`config.mk`:
```
export PLATFORM = sky130hd
export DESIGN_NAME = core_sequencer_flat
export DESIGN_NICKNAME = d
export VERILOG_FILES = /design/src/rtl/core_sequencer_if.sv /design/src/rtl/core_sequencer.sv /design/src/flat_wrapper.sv
export SDC_FILE = /design/constraint.sdc
export NUM_CORES = 1
export LEC_CHECK = 0
export CAP_MARGIN = 20
export CORE_MARGIN = 2
export CORE_UTILIZATION = 32
export DETAILED_ROUTE_END_ITERATION = 10
export HOLD_SLACK_MARGIN = 0.15
export PLACE_DENSITY = 0.6
export SLEW_MARGIN = 20
export SYNTH_ARGS = -nofsm -noshare
export SYNTH_HDL_FRONTEND = slang
export SYNTH_SLANG_ARGS = --single-unit
```
`constraint.sdc`:
```
create_clock -name clock -period 2.86 [get_ports clock]
set_input_delay 0.429 -clock clock [delete_from_list [all_inputs] [get_ports clock]]
set_output_delay 0.429 -clock clock [all_outputs]
set_load 0.01 [all_outputs]
```
`src/rtl/core_sequencer_if.sv`:
```
// core_sequencer_if
// Shared memory port between the core sequencer (master) and the memory (slave).
//
// Handshake: the master raises mem_req together with mem_we and mem_instr and
// holds all three stable until a cycle in which it samples mem_ready=1; that
// cycle completes the access. mem_ready is ignored whenever mem_req=0. A
// request is only ever withdrawn by reset or by the master's bus timeout.
//
// Signals:
//   mem_req    master->slave  access request
//   mem_we     master->slave  store strobe, only high together with mem_req
//   mem_instr  master->slave  address mux: 1 = pc (fetch), 0 = load/store address
//   mem_ready  slave->master  access acknowledge
interface core_sequencer_if;
  logic mem_req;
  logic mem_we;
  logic mem_instr;
  logic mem_ready;

  modport master (
    output mem_req,
    output mem_we,
    output mem_instr,
    input  mem_ready
  );

  modport slave (
    input  mem_req,
    input  mem_we,
    input  mem_instr,
    output mem_ready
  );
endinterface

```
`src/rtl/core_sequencer.sv`:
```
// core_sequencer
// Multi-cycle control FSM for the RV32I core. Steps every instruction through
// FETCH -> DECODE -> EXEC -> (MEM) -> (WB) over one shared memory port and
// drives the enables/selects of the pc register, instruction register,
// register file and data memory.
//
// Parameters:
//   MEM_TIMEOUT  wait cycles tolerated on mem_ready before a bus fault (1..255)
//   CNT_W        width of the retired-instruction counter
//
// Ports:
//   clock, reset_n   clock (rising edge), asynchronous active-low reset
//   mem              memory port (master side): mem_req/mem_we/mem_instr/mem_ready
//   opcode, funct3   fields of the latched instruction, valid from DECODE onward
//   branch_taken     ALU branch compare result, valid in EXEC
//   ir_en            instruction register load pulse
//   pc_en, pc_sel    pc update pulse; 00 pc+4, 01 pc+imm, 10 (rs1+imm)&~1
//   reg_w_en, wb_sel register write pulse; 00 ALU, 01 memory, 10 pc+4
//   halt, fault      sticky stop flag; 00 none/ECALL-EBREAK, 01 illegal, 10 bus timeout
//   state            current FSM state, for debug
//   instret          retired-instruction count (wraps)
module core_sequencer #(
  parameter int unsigned MEM_TIMEOUT = 15,
  parameter int unsigned CNT_W       = 32
) (
  input  logic             clock,
  input  logic             reset_n,
  core_sequencer_if.master mem,
  input  logic [6:0]       opcode,
  input  logic [2:0]       funct3,
  input  logic             branch_taken,
  output logic             ir_en,
  output logic             pc_en,
  output logic [1:0]       pc_sel,
  output logic             reg_w_en,
  output logic [1:0]       wb_sel,
  output logic             halt,
  output logic [1:0]       fault,
  output logic [2:0]       state,
  output logic [CNT_W-1:0] instret
);

  // FSM states
  localparam logic [2:0] S_FETCH  = 3'd0;
  localparam logic [2:0] S_DECODE = 3'd1;
  localparam logic [2:0] S_EXEC   = 3'd2;
  localparam logic [2:0] S_MEM    = 3'd3;
  localparam logic [2:0] S_WB     = 3'd4;
  localparam logic [2:0] S_HALT   = 3'd5;

  // Instruction classes held in the class register
  localparam logic [2:0] C_ALU    = 3'd0;
  localparam logic [2:0] C_LOAD   = 3'd1;
  localparam logic [2:0] C_STORE  = 3'd2;
  localparam logic [2:0] C_BRANCH = 3'd3;
  localparam logic [2:0] C_JAL    = 3'd4;
  localparam logic [2:0] C_JALR   = 3'd5;
  localparam logic [2:0] C_FENCE  = 3'd6;
  localparam logic [2:0] C_SYSTEM = 3'd7;

  localparam logic [1:0] F_NONE    = 2'b00;
  localparam logic [1:0] F_ILLEGAL = 2'b01;
  localparam logic [1:0] F_BUS     = 2'b10;

  localparam logic [1:0] PC_PLUS4 = 2'b00;
  localparam logic [1:0] PC_REL   = 2'b01;
  localparam logic [1:0] PC_JALR  = 2'b10;

  localparam logic [1:0] WB_ALU = 2'b00;
  localparam logic [1:0] WB_MEM = 2'b01;
  localparam logic [1:0] WB_PC4 = 2'b10;

  localparam logic [7:0] WAIT_LIMIT = 8'(MEM_TIMEOUT);

  logic [2:0]       state_q, state_d;
  logic [2:0]       class_q, class_d;
  logic [1:0]       fault_q, fault_d;
  logic [7:0]       wait_q;
  logic [CNT_W-1:0] instret_q;
  logic             retire;
  logic             req_c, we_c, instr_c;
  logic [2:0]       dec_class;
  logic             dec_illegal;
  logic             wait_expired;
  logic             waiting;

  // Instruction classification of the latched opcode/funct3.
  always_comb begin
    dec_class   = C_ALU;
    dec_illegal = 1'b0;
    case (opcode)
      7'b0110011, 7'b0010011, 7'b0110111, 7'b0010111: dec_class = C_ALU;
      7'b0000011: begin
        dec_class   = C_LOAD;
        dec_illegal = (funct3 == 3'b011) || (funct3 == 3'b110) || (funct3 == 3'b111);
      end
      7'b0100011: begin
        dec_class   = C_STORE;
        dec_illegal = (funct3 > 3'b010);
      end
      7'b1100011: begin
        dec_class   = C_BRANCH;
        dec_illegal = (funct3 == 3'b010) || (funct3 == 3'b011);
      end
      7'b1101111: dec_class = C_JAL;
      7'b1100111: dec_class = C_JALR;
      7'b0001111: dec_class = C_FENCE;
      7'b1110011: dec_class = C_SYSTEM;
      default:    dec_illegal = 1'b1;
    endcase
  end

  // A wait cycle is any FETCH/MEM cycle without an acknowledge. The limit is
  // checked against the count of wait cycles already spent, so the fault fires
  // on request cycle MEM_TIMEOUT+1; an acknowledge in that cycle still wins.
  assign waiting      = ((state_q == S_FETCH) || (state_q == S_MEM)) && !mem.mem_ready;
  assign wait_expired = (wait_q == WAIT_LIMIT);

  always_comb begin
    state_d  = state_q;
    class_d  = class_q;
    fault_d  = fault_q;
    retire   = 1'b0;
    req_c    = 1'b0;
    we_c     = 1'b0;
    instr_c  = 1'b0;
    ir_en    = 1'b0;
    pc_en    = 1'b0;
    pc_sel   = PC_PLUS4;
    reg_w_en = 1'b0;
    wb_sel   = WB_ALU;
    case (state_q)
      S_FETCH: begin
        req_c   = 1'b1;
        instr_c = 1'b1;
        if (mem.mem_ready) begin
          ir_en   = 1'b1;
          state_d = S_DECODE;
        end else if (wait_expired) begin
          state_d = S_HALT;
          fault_d = F_BUS;
        end
      end
      S_DECODE: begin
        class_d = dec_class;
        if (dec_illegal) begin
          state_d = S_HALT;
          fault_d = F_ILLEGAL;
        end else if (dec_class == C_SYSTEM) begin
          state_d = S_HALT;
          fault_d = F_NONE;
        end else begin
          state_d = S_EXEC;
        end
      end
      S_EXEC: begin
        case (class_q)
          C_ALU, C_JAL, C_JALR: state_d = S_WB;
          C_LOAD, C_STORE:      state_d = S_MEM;
          C_BRANCH: begin
            pc_en   = 1'b1;
            pc_sel  = branch_taken ? PC_REL : PC_PLUS4;
            retire  = 1'b1;
            state_d = S_FETCH;
          end
          C_FENCE: begin
            pc_en   = 1'b1;
            retire  = 1'b1;
            state_d = S_FETCH;
          end
          // SYSTEM never reaches EXEC; treat a corrupted class as illegal.
          default: begin
            state_d = S_HALT;
            fault_d = F_ILLEGAL;
          end
        endcase
      end
      S_MEM: begin
        req_c = 1'b1;
        we_c  = (class_q == C_STORE);
        if (mem.mem_ready) begin
          if (class_q == C_STORE) begin
            pc_en   = 1'b1;
            retire  = 1'b1;
            state_d = S_FETCH;
          end else begin
            state_d = S_WB;
          end
        end else if (wait_expired) begin
          state_d = S_HALT;
          fault_d = F_BUS;
        end
      end
      S_WB: begin
        reg_w_en = 1'b1;
        pc_en    = 1'b1;
        if (class_q == C_LOAD) begin
          wb_sel = WB_MEM;
        end else if ((class_q == C_JAL) || (class_q == C_JALR)) begin
          wb_sel = WB_PC4;
        end
        if (class_q == C_JAL) begin
          pc_sel = PC_REL;
        end else if (class_q == C_JALR) begin
          pc_sel = PC_JALR;
        end
        retire  = 1'b1;
        state_d = S_FETCH;
      end
      S_HALT: begin
        state_d = S_HALT;
      end
      // Unused encodings 6 and 7.
      default: begin
        state_d = S_HALT;
        fault_d = F_ILLEGAL;
      end
    endcase
  end

  always_ff @(posedge clock or negedge reset_n) begin
    if (!reset_n) begin
      state_q   <= S_FETCH;
      class_q   <= C_ALU;
      fault_q   <= F_NONE;
      wait_q    <= 8'd0;
      instret_q <= '0;
    end else begin
      state_q <= state_d;
      class_q <= class_d;
      fault_q <= fault_d;
      if (state_d != state_q) begin
        wait_q <= 8'd0;
      end else if (waiting) begin
        wait_q <= wait_q + 8'd1;
      end
      if (retire) begin
        instret_q <= instret_q + CNT_W'(1);
      end
    end
  end

  // Gating with reset_n drops an in-flight request the moment reset asserts.
  assign mem.mem_req   = req_c & reset_n;
  assign mem.mem_we    = we_c & reset_n;
  assign mem.mem_instr = instr_c;

  assign halt    = (state_q == S_HALT);
  assign fault   = fault_q;
  assign state   = state_q;
  assign instret = instret_q;

endmodule

```
`src/flat_wrapper.sv`:
```
// flat-port wrapper written by rule: the top's interface ports become plain ports
module core_sequencer_flat 
#(
  parameter int unsigned MEM_TIMEOUT = 15,
  parameter int unsigned CNT_W       = 32
)
  (clock, reset_n, opcode, funct3, branch_taken, ir_en, pc_en, pc_sel, reg_w_en, wb_sel, halt, fault, state, instret, mem_mem_req, mem_mem_we, mem_mem_instr, mem_mem_ready);
  core_sequencer_if mem_i ();
  input  logic clock;
  input  logic reset_n;
  input  logic [6:0] opcode;
  input  logic [2:0] funct3;
  input  logic branch_taken;
  output logic ir_en;
  output logic pc_en;
  output logic [1:0] pc_sel;
  output logic reg_w_en;
  output logic [1:0] wb_sel;
  output logic halt;
  output logic [1:0] fault;
  output logic [2:0] state;
  output logic [CNT_W-1:0] instret;
  output wire logic [$bits(mem_i.mem_req)-1:0] mem_mem_req;
  output wire logic [$bits(mem_i.mem_we)-1:0] mem_mem_we;
  output wire logic [$bits(mem_i.mem_instr)-1:0] mem_mem_instr;
  input wire logic [$bits(mem_i.mem_ready)-1:0] mem_mem_ready;
  assign mem_mem_req = mem_i.mem_req;
  assign mem_mem_we = mem_i.mem_we;
  assign mem_mem_instr = mem_i.mem_instr;
  assign mem_i.mem_ready = mem_mem_ready;
  core_sequencer #(.MEM_TIMEOUT(MEM_TIMEOUT), .CNT_W(CNT_W)) u_core (.clock(clock), .reset_n(reset_n), .mem(mem_i), .opcode(opcode), .funct3(funct3), .branch_taken(branch_taken), .ir_en(ir_en), .pc_en(pc_en), .pc_sel(pc_sel), .reg_w_en(reg_w_en), .wb_sel(wb_sel), .halt(halt), .fault(fault), .state(state), .instret(instret));
endmodule
```
### After elaboration in Yosys (flattened, before gate mapping)

Index checks and enable logic that the tools add are counted.

| word-level totals | value |
|---|---|
| bits in registers | 48 |
| input port bits | 14 |
| output and inout bits | 48 |
| word-level logic and storage cells | 98 |

| cells by class | value |
|---|---|
| add/subtract/negate cells | 2 |
| order comparisons | 1 |
| equal/unequal tests | 33 |
| multiplexer cells | 36 |
| bitwise operators | 3 |
| reductions and logical operators | 18 |

Operators by type and width:

| kind | count |
|---|---|
| 32-bit by 1-bit adder with 32-bit output, second input constant | 1 |
| 7-bit equality test, second input constant | 4 |
| 3-bit equality test, second input constant | 8 |
| 2-bit 2-to-1 mux | 11 |
| 7-bit by 6-bit equality test with 1-bit output, second input constant | 3 |
| 3-bit one-hot mux with 7 select lines | 1 |
| 3-bit by 2-bit equality test with 1-bit output, second input constant | 6 |
| 3-bit 2-to-1 mux | 6 |
| 8-bit 2-to-1 mux | 2 |
| 3-bit one-hot mux with 5 select lines | 1 |
| 7-bit by 5-bit equality test with 1-bit output, second input constant | 2 |
| 1-bit 2-to-1 mux | 10 |
| 3-bit one-hot mux with 3 select lines | 1 |
| 8-bit by 1-bit adder with 8-bit output, second input constant | 1 |
| 8-bit by 4-bit equality test with 1-bit output, second input constant | 1 |
| 2-bit one-hot mux with 4 select lines | 1 |
| 2-bit OR reduction | 4 |
| 8-bit OR reduction | 1 |
| 7-bit by 2-bit equality test with 1-bit output, second input constant | 1 |
| 7-bit by 4-bit equality test with 1-bit output, second input constant | 1 |
| 7-bit OR reduction | 1 |
| 3-bit by 1-bit equality test with 1-bit output, second input constant | 2 |
| 3-bit zero test | 2 |
| 1-bit logical OR | 5 |
| other kinds (15) | 17 |

### Logic depth before layout (Yosys ltp)

| logic depth | value |
|---|---|
| depth in word-level cells | 8 |
| mapped depth | 8 |
| depth with buffers taken out | 6 |

### Worst setup path before layout

Ideal clock, no wire load.

| path | value |
|---|---|
| kind | flip-flop to flip-flop |
| from | register u_core.state_q[1] (netlist: u_core.state[1]) |
| to | register u_core.fault_q[1] (netlist: u_core.fault[1]) |
| setup time | 0.125 ns |
| arrival time | 1.783 ns |
| required time | 2.735 ns |
| path slack | 0.952 ns |
| stages on the path, launching flop included | 8 |
| buffers on the path | 2 |
| period minus slack after synthesis | 1.908 ns |
| path through | dfrtp_1 -> buf_6 -> inv_2 -> nand3_2 -> a41o_1 -> buf_2 -> o31ai_1 -> mux2_2 |

| between the ends | value |
|---|---|
| cells in the longest elaborated chain, start to end | 4 |
| elaborated cells between the ends (all ways) | 15 |
| those cells by class | 9 x eq/ne; 1 x mux; 1 x bitwise; 4 x reduce/logical |

RTL lines:

| what | line | text |
|---|---|---|
| start, declared | core_sequencer.sv:75 | `logic [2:0] state_q, state_d;` |
| start signal, assigned | core_sequencer.sv:229 | `state_q <= state_d;` |
| 3-bit by 2-bit equality test with 1-bit output (tied with other cells) | core_sequencer.sv:132 | `case (state_q)` |
| 2-bit OR reduction (no line) | -- |  |
| 2-bit by 1-bit inequality test with 1-bit output (no line) (tied with other cells) | -- |  |
| 5-bit AND reduction (no line) | -- |  |
| end signal, assigned | core_sequencer.sv:231 | `fault_q <= fault_d;` |
| end, declared | core_sequencer.sv:77 | `logic [1:0] fault_q, fault_d;` |

Several ways; a longest one is shown, not always the timed one.
A chain may end at the register's enable or synchronous reset.

### Worst setup path after layout

| path | value |
|---|---|
| from | register u_core.state_q[1] (netlist: u_core.state[1]) |
| to | output pc_sel[0] |

| between the ends | value |
|---|---|
| cells in the longest elaborated chain, start to end | 2 |
| elaborated cells between the ends (all ways) | 3 |
| those cells by class | 2 x eq/ne; 1 x mux |

RTL lines:

| what | line | text |
|---|---|---|
| 3-bit equality test or 3-bit by 2-bit equality test with 1-bit output (tied branches) | core_sequencer.sv:132 |  |
| 2-bit one-hot mux with 2 select lines * | core_sequencer.sv:132 |  |
| end, declared | flat_wrapper.sv:16 | `output logic [1:0] pc_sel;` |

Every way passes the cells marked *; elsewhere a longest branch is shown, timed or not.

==> flow_summary.json <==
{
  "wl_met1_microns": 3610,
  "core_sq_um": 9200,
  "synth_fa_ha_area_frac": 0.00828,
  "setup_viol_count_final": 0,
  "grt_max_degree": 33,
  "pin_count": 62,
  "cts_buffer_depth": 2,
  "seq_area_frac_synth": 0.398,
  "worstSetupPathType": "register to primary output",
  "place.gp.congestion": 0.819,
  "worstReg2RegStart": "u_core.state[2]$_DFF_PN0_",
  "antenna_left": 0,
  "maxCapViolations": 0,
  "dp_slack_ns": 0.222,
  "dr_wl_met3_microns": 245,
  "fin_area_sq_um": 3890,
  "cts_tree": "built",
  "worstRegToRegCells": 6,
  "initial_core_util": 0.329,
  "fin_ws_ns": 0.173,
  "synth_top_family_by_area": "simple AND/OR/NAND/NOR gates",
  "clkLatencyLatePin_ns": 0.30,
  "crit_chain": "or3b_4, o32ai_1, clkdlybuf4s50_1",
  "met2_length_microns": 3490,
  "grt_overflow": 0,
  "synth-edff-count": 0,
  "antenna_found_initial": 0,
  "period_minus_slack_ns": 2.69,
  "powerDensity_nw_per_um2": 329,
  "slew_headroom": 0.587,
  "nets": 399,
  "die_width_microns": 101,
  "max_freq_mhz": 372,
  "dr.pass1.iters": 4,
  "antenna_cells": 0,
  "synth_compound_area_frac": 0.119,
  "p_switching_uw": 284,
  "arrival_ns": 2.26,
  "cts_setup_buffers": 0,
  "cts-root-buf": "clkbuf_8",
  "maxSlewViolCount": 0,
  "min_period_over_period": 0.939,
  "synth_mux_area_frac": 0.00745,
  "topRoutingLayerUsed": "met4",
  "internal-power_uw": 996,
  "synth-xor-area-share": 0.113,
  "cp_data_required_time_ns": 2.43,
  "hold_path_class": "register to register",
  "yosysWarnings": 0,
  "drtIter0Drc": 98,
  "clkPwrFrac": 0.412,
  "syn_inst": 320,
  "reg2reg_slack_ns": 0.61,
  "drc_errors": 0,
  "die-area_sq_um": 10200,
  "slowest_stage": "dfrtp_1",
  "startpoint": "u_core.state[1]$_DFF_PN0_",
  "crit_path_end_kind": "primary output",
  "drive_above_1_share": 0.120,
  "max_stage_delay_ns": 0.62,
  "swShare": 0.222,
  "synth.ff_latch_count": 48,
  "hpwlAfterDp_microns": 5380,
  "area_growth_pct": 28.9,
  "wire_per_inst_microns": 15.0,
  "cts_sinks": 48,
  "critical_path_peak_fanout": 12,
  "ys_async_sr_fraction": 1.00,
  "grt_pass1_vias": 2463,
  "routed_wl_microns": 7410,
  "dpl_cell_area_sq_um": 3760,
  "vias": 2639,
  "power_frac_comb": 0.057,
  "cts_made_buffers": 5,
  "holdPathEnd": "u_core.instret[31]$_DFFE_PN0P_",
  "fin_skew_ns": 0.00682,
  "dieHeight_microns": 101,
  "cts.htree.levels": 2,
  "vias_per_cell": 5.33,
  "synthSimpleGateAreaFrac": 0.308,
  "rows": 35,
  "cts.clk_slew.worst_paths_ns": 0.10,
  "reg2reg_to": "u_core.fault[1]$_DFFE_PN0P_",
  "yosysUniqueCellTypes": 60,
  "hold_violations": 0,
  "startpoint_type": "register",
  "synthFlopType": "dfrtp_1",
  "fin_tns_setup_ns": 0,
  "netlist_area_sq_um": 3020,
  "tightest_slew_ns": 0.610,
  "ctsHoldBuffers": 1,
  "status": "finished clean",
  "fin_total_pwr_mw": 1.28,
  "ir_worst_vdd_mv": 0.212,
  "io_buffers": 61,
  "grt_usage": 0.148,
  "hp-start": "u_core.instret[31]$_DFFE_PN0P_",
  "p_seq_frac": 0.531,
  "grt_pass1_wl_microns": 12300,
  "leakage_nw": 1.52,
  "synth_fp_nets": 336,
  "rsz0062_at_grt": "no",
  "postCtsResizedCells": 0,
  "avgSynthCellArea_sq_um": 9.44,
  "holdPathStages": 1
}
==> state kept, by name, indices dropped and copies added, names as in the netlist <==
signal / cells
u_core.instret: 32
u_core.wait_q: 8
u_core.class_q: 3
u_core.state: 3
u_core.fault: 2
==> cells in the final DEF (no fill, tap or decap), drive strengths merged, types with 2 or more instances in the layout <==
cell type,Yosys,routed
a31oi,7,7
xor2,23,23
mux2,2,2
nor2,14,14
nor4,13,13
nand2,28,28
nor4bb,2,2
nor3,21,21
clkdlybuf4s50,0,60
and3,15,15
nand4,13,13
nand3,16,16
a21oi,4,4
ha,2,2
nor2b,5,5
o32ai,5,5
nor4b,3,3
o22ai,2,2
o21ai,3,3
a211oi,2,2
xnor2,15,15
buf,15,13
clkbuf,3,6
nor3b,3,3
nand3b,4,4
or3b,2,2
nand2b,5,5
and2,6,6
dfrtp,48,48
inv,11,11
or2,2,2
and4,4,4
o31ai,8,8
==> cell usage after synthesis, types with 3 or more instances <==
master / count / share of area
nor2_1: 13 / 0.016
and2_1: 6 / 0.012
nor3_1: 19 / 0.031
nor2b_1: 5 / 0.010
a31oi_1: 6 / 0.012
nand2b_1: 5 / 0.010
and4_1: 4 / 0.012
xnor2_1: 15 / 0.043
a21oi_1: 3 / 0.0050
clkbuf_1: 3 / 0.0037
nand3b_1: 4 / 0.0099
nand3_1: 15 / 0.025
nor4_1: 11 / 0.023
nor3b_1: 3 / 0.0075
inv_1: 9 / 0.011
o21ai_0: 3 / 0.0050
dfrtp_1: 48 / 0.40
o31ai_1: 8 / 0.020
and3_1: 15 / 0.031
buf_2: 11 / 0.018
nand2_1: 28 / 0.035
nand4_1: 13 / 0.027
xor2_1: 22 / 0.064
o32ai_1: 5 / 0.014
==> cell families (layout without fill, tap and decap cells) <==
kind of cell             count (synthesis)  count (layout)
adder cells (fa/ha/maj)                  2               2
AO/OA/AOI/OAI                           43              43
buffers and inverters                   29              93
flip-flops                              48              48
AND/OR/NAND/NOR                        158             158
XOR/XNOR                                38              38
multiplexers                             2               2
==> routing by layer <==
layer  track usage  up-vias
met2         0.230       55
met5             0        -
met3        0.0200        5
met1         0.219     1278
met4        0.0353        0
li1              -     1301
==> metrics by stage <==
step                       util  hold WS, ns  instances
after floorplan               -        0.133        320
after CTS                 0.423        0.484        495
after global placement    0.409        0.391        486
after detailed placement  0.409        0.393        486
after global routing      0.423        0.519        495
final                     0.423        0.481        495
==> worst max path at each step <==
stage | to | cells after the start
after floorplan | u_core.fault[1]$_DFFE_PN0P_ | 7
after global placement | u_core.fault[1]$_DFFE_PN0P_ | 6
after detailed placement | u_core.fault[1]$_DFFE_PN0P_ | 6
after CTS | pc_sel[0] | 3
after global routing | pc_sel[0] | 3
final | pc_sel[0] | 3
==> area by class of cell <==
type                       instances  area [sq um]
clock buffer                       6          82.6
clock inverter                     2          38.8
fill                             916          5300
inverter                          11          41.3
multi-input combinational        243          1690
sequential                        48          1200
tap                              111           139
timing repair buffer              74           706
==> power by group through the flow <==
stage	Clock, mW	Combinational [mW]	Sequential (mW)
2_1_floorplan	0	0.0291	0.692
3_3_place_gp	0	0.0716	0.693
3_5_place_dp	0	0.0727	0.693
4_1_cts	0.546	0.0741	0.679
5_1_grt	0.566	0.0812	0.679
6_report	0.528	0.0728	0.679
==> worst max-delay path, delay by kind of cell, from the launching register on <==
| kind | cells | cell delay (ns) |
|---|---|---|
| AOI/OAI and AO/OA | 1 | 0.29 |
| buffers and inverters | 1 | 0.58 |
| DFF | 1 | 0.62 |
| and+or+nand+nor | 1 | 0.48 |
Power figures use the tool's default switching activity.
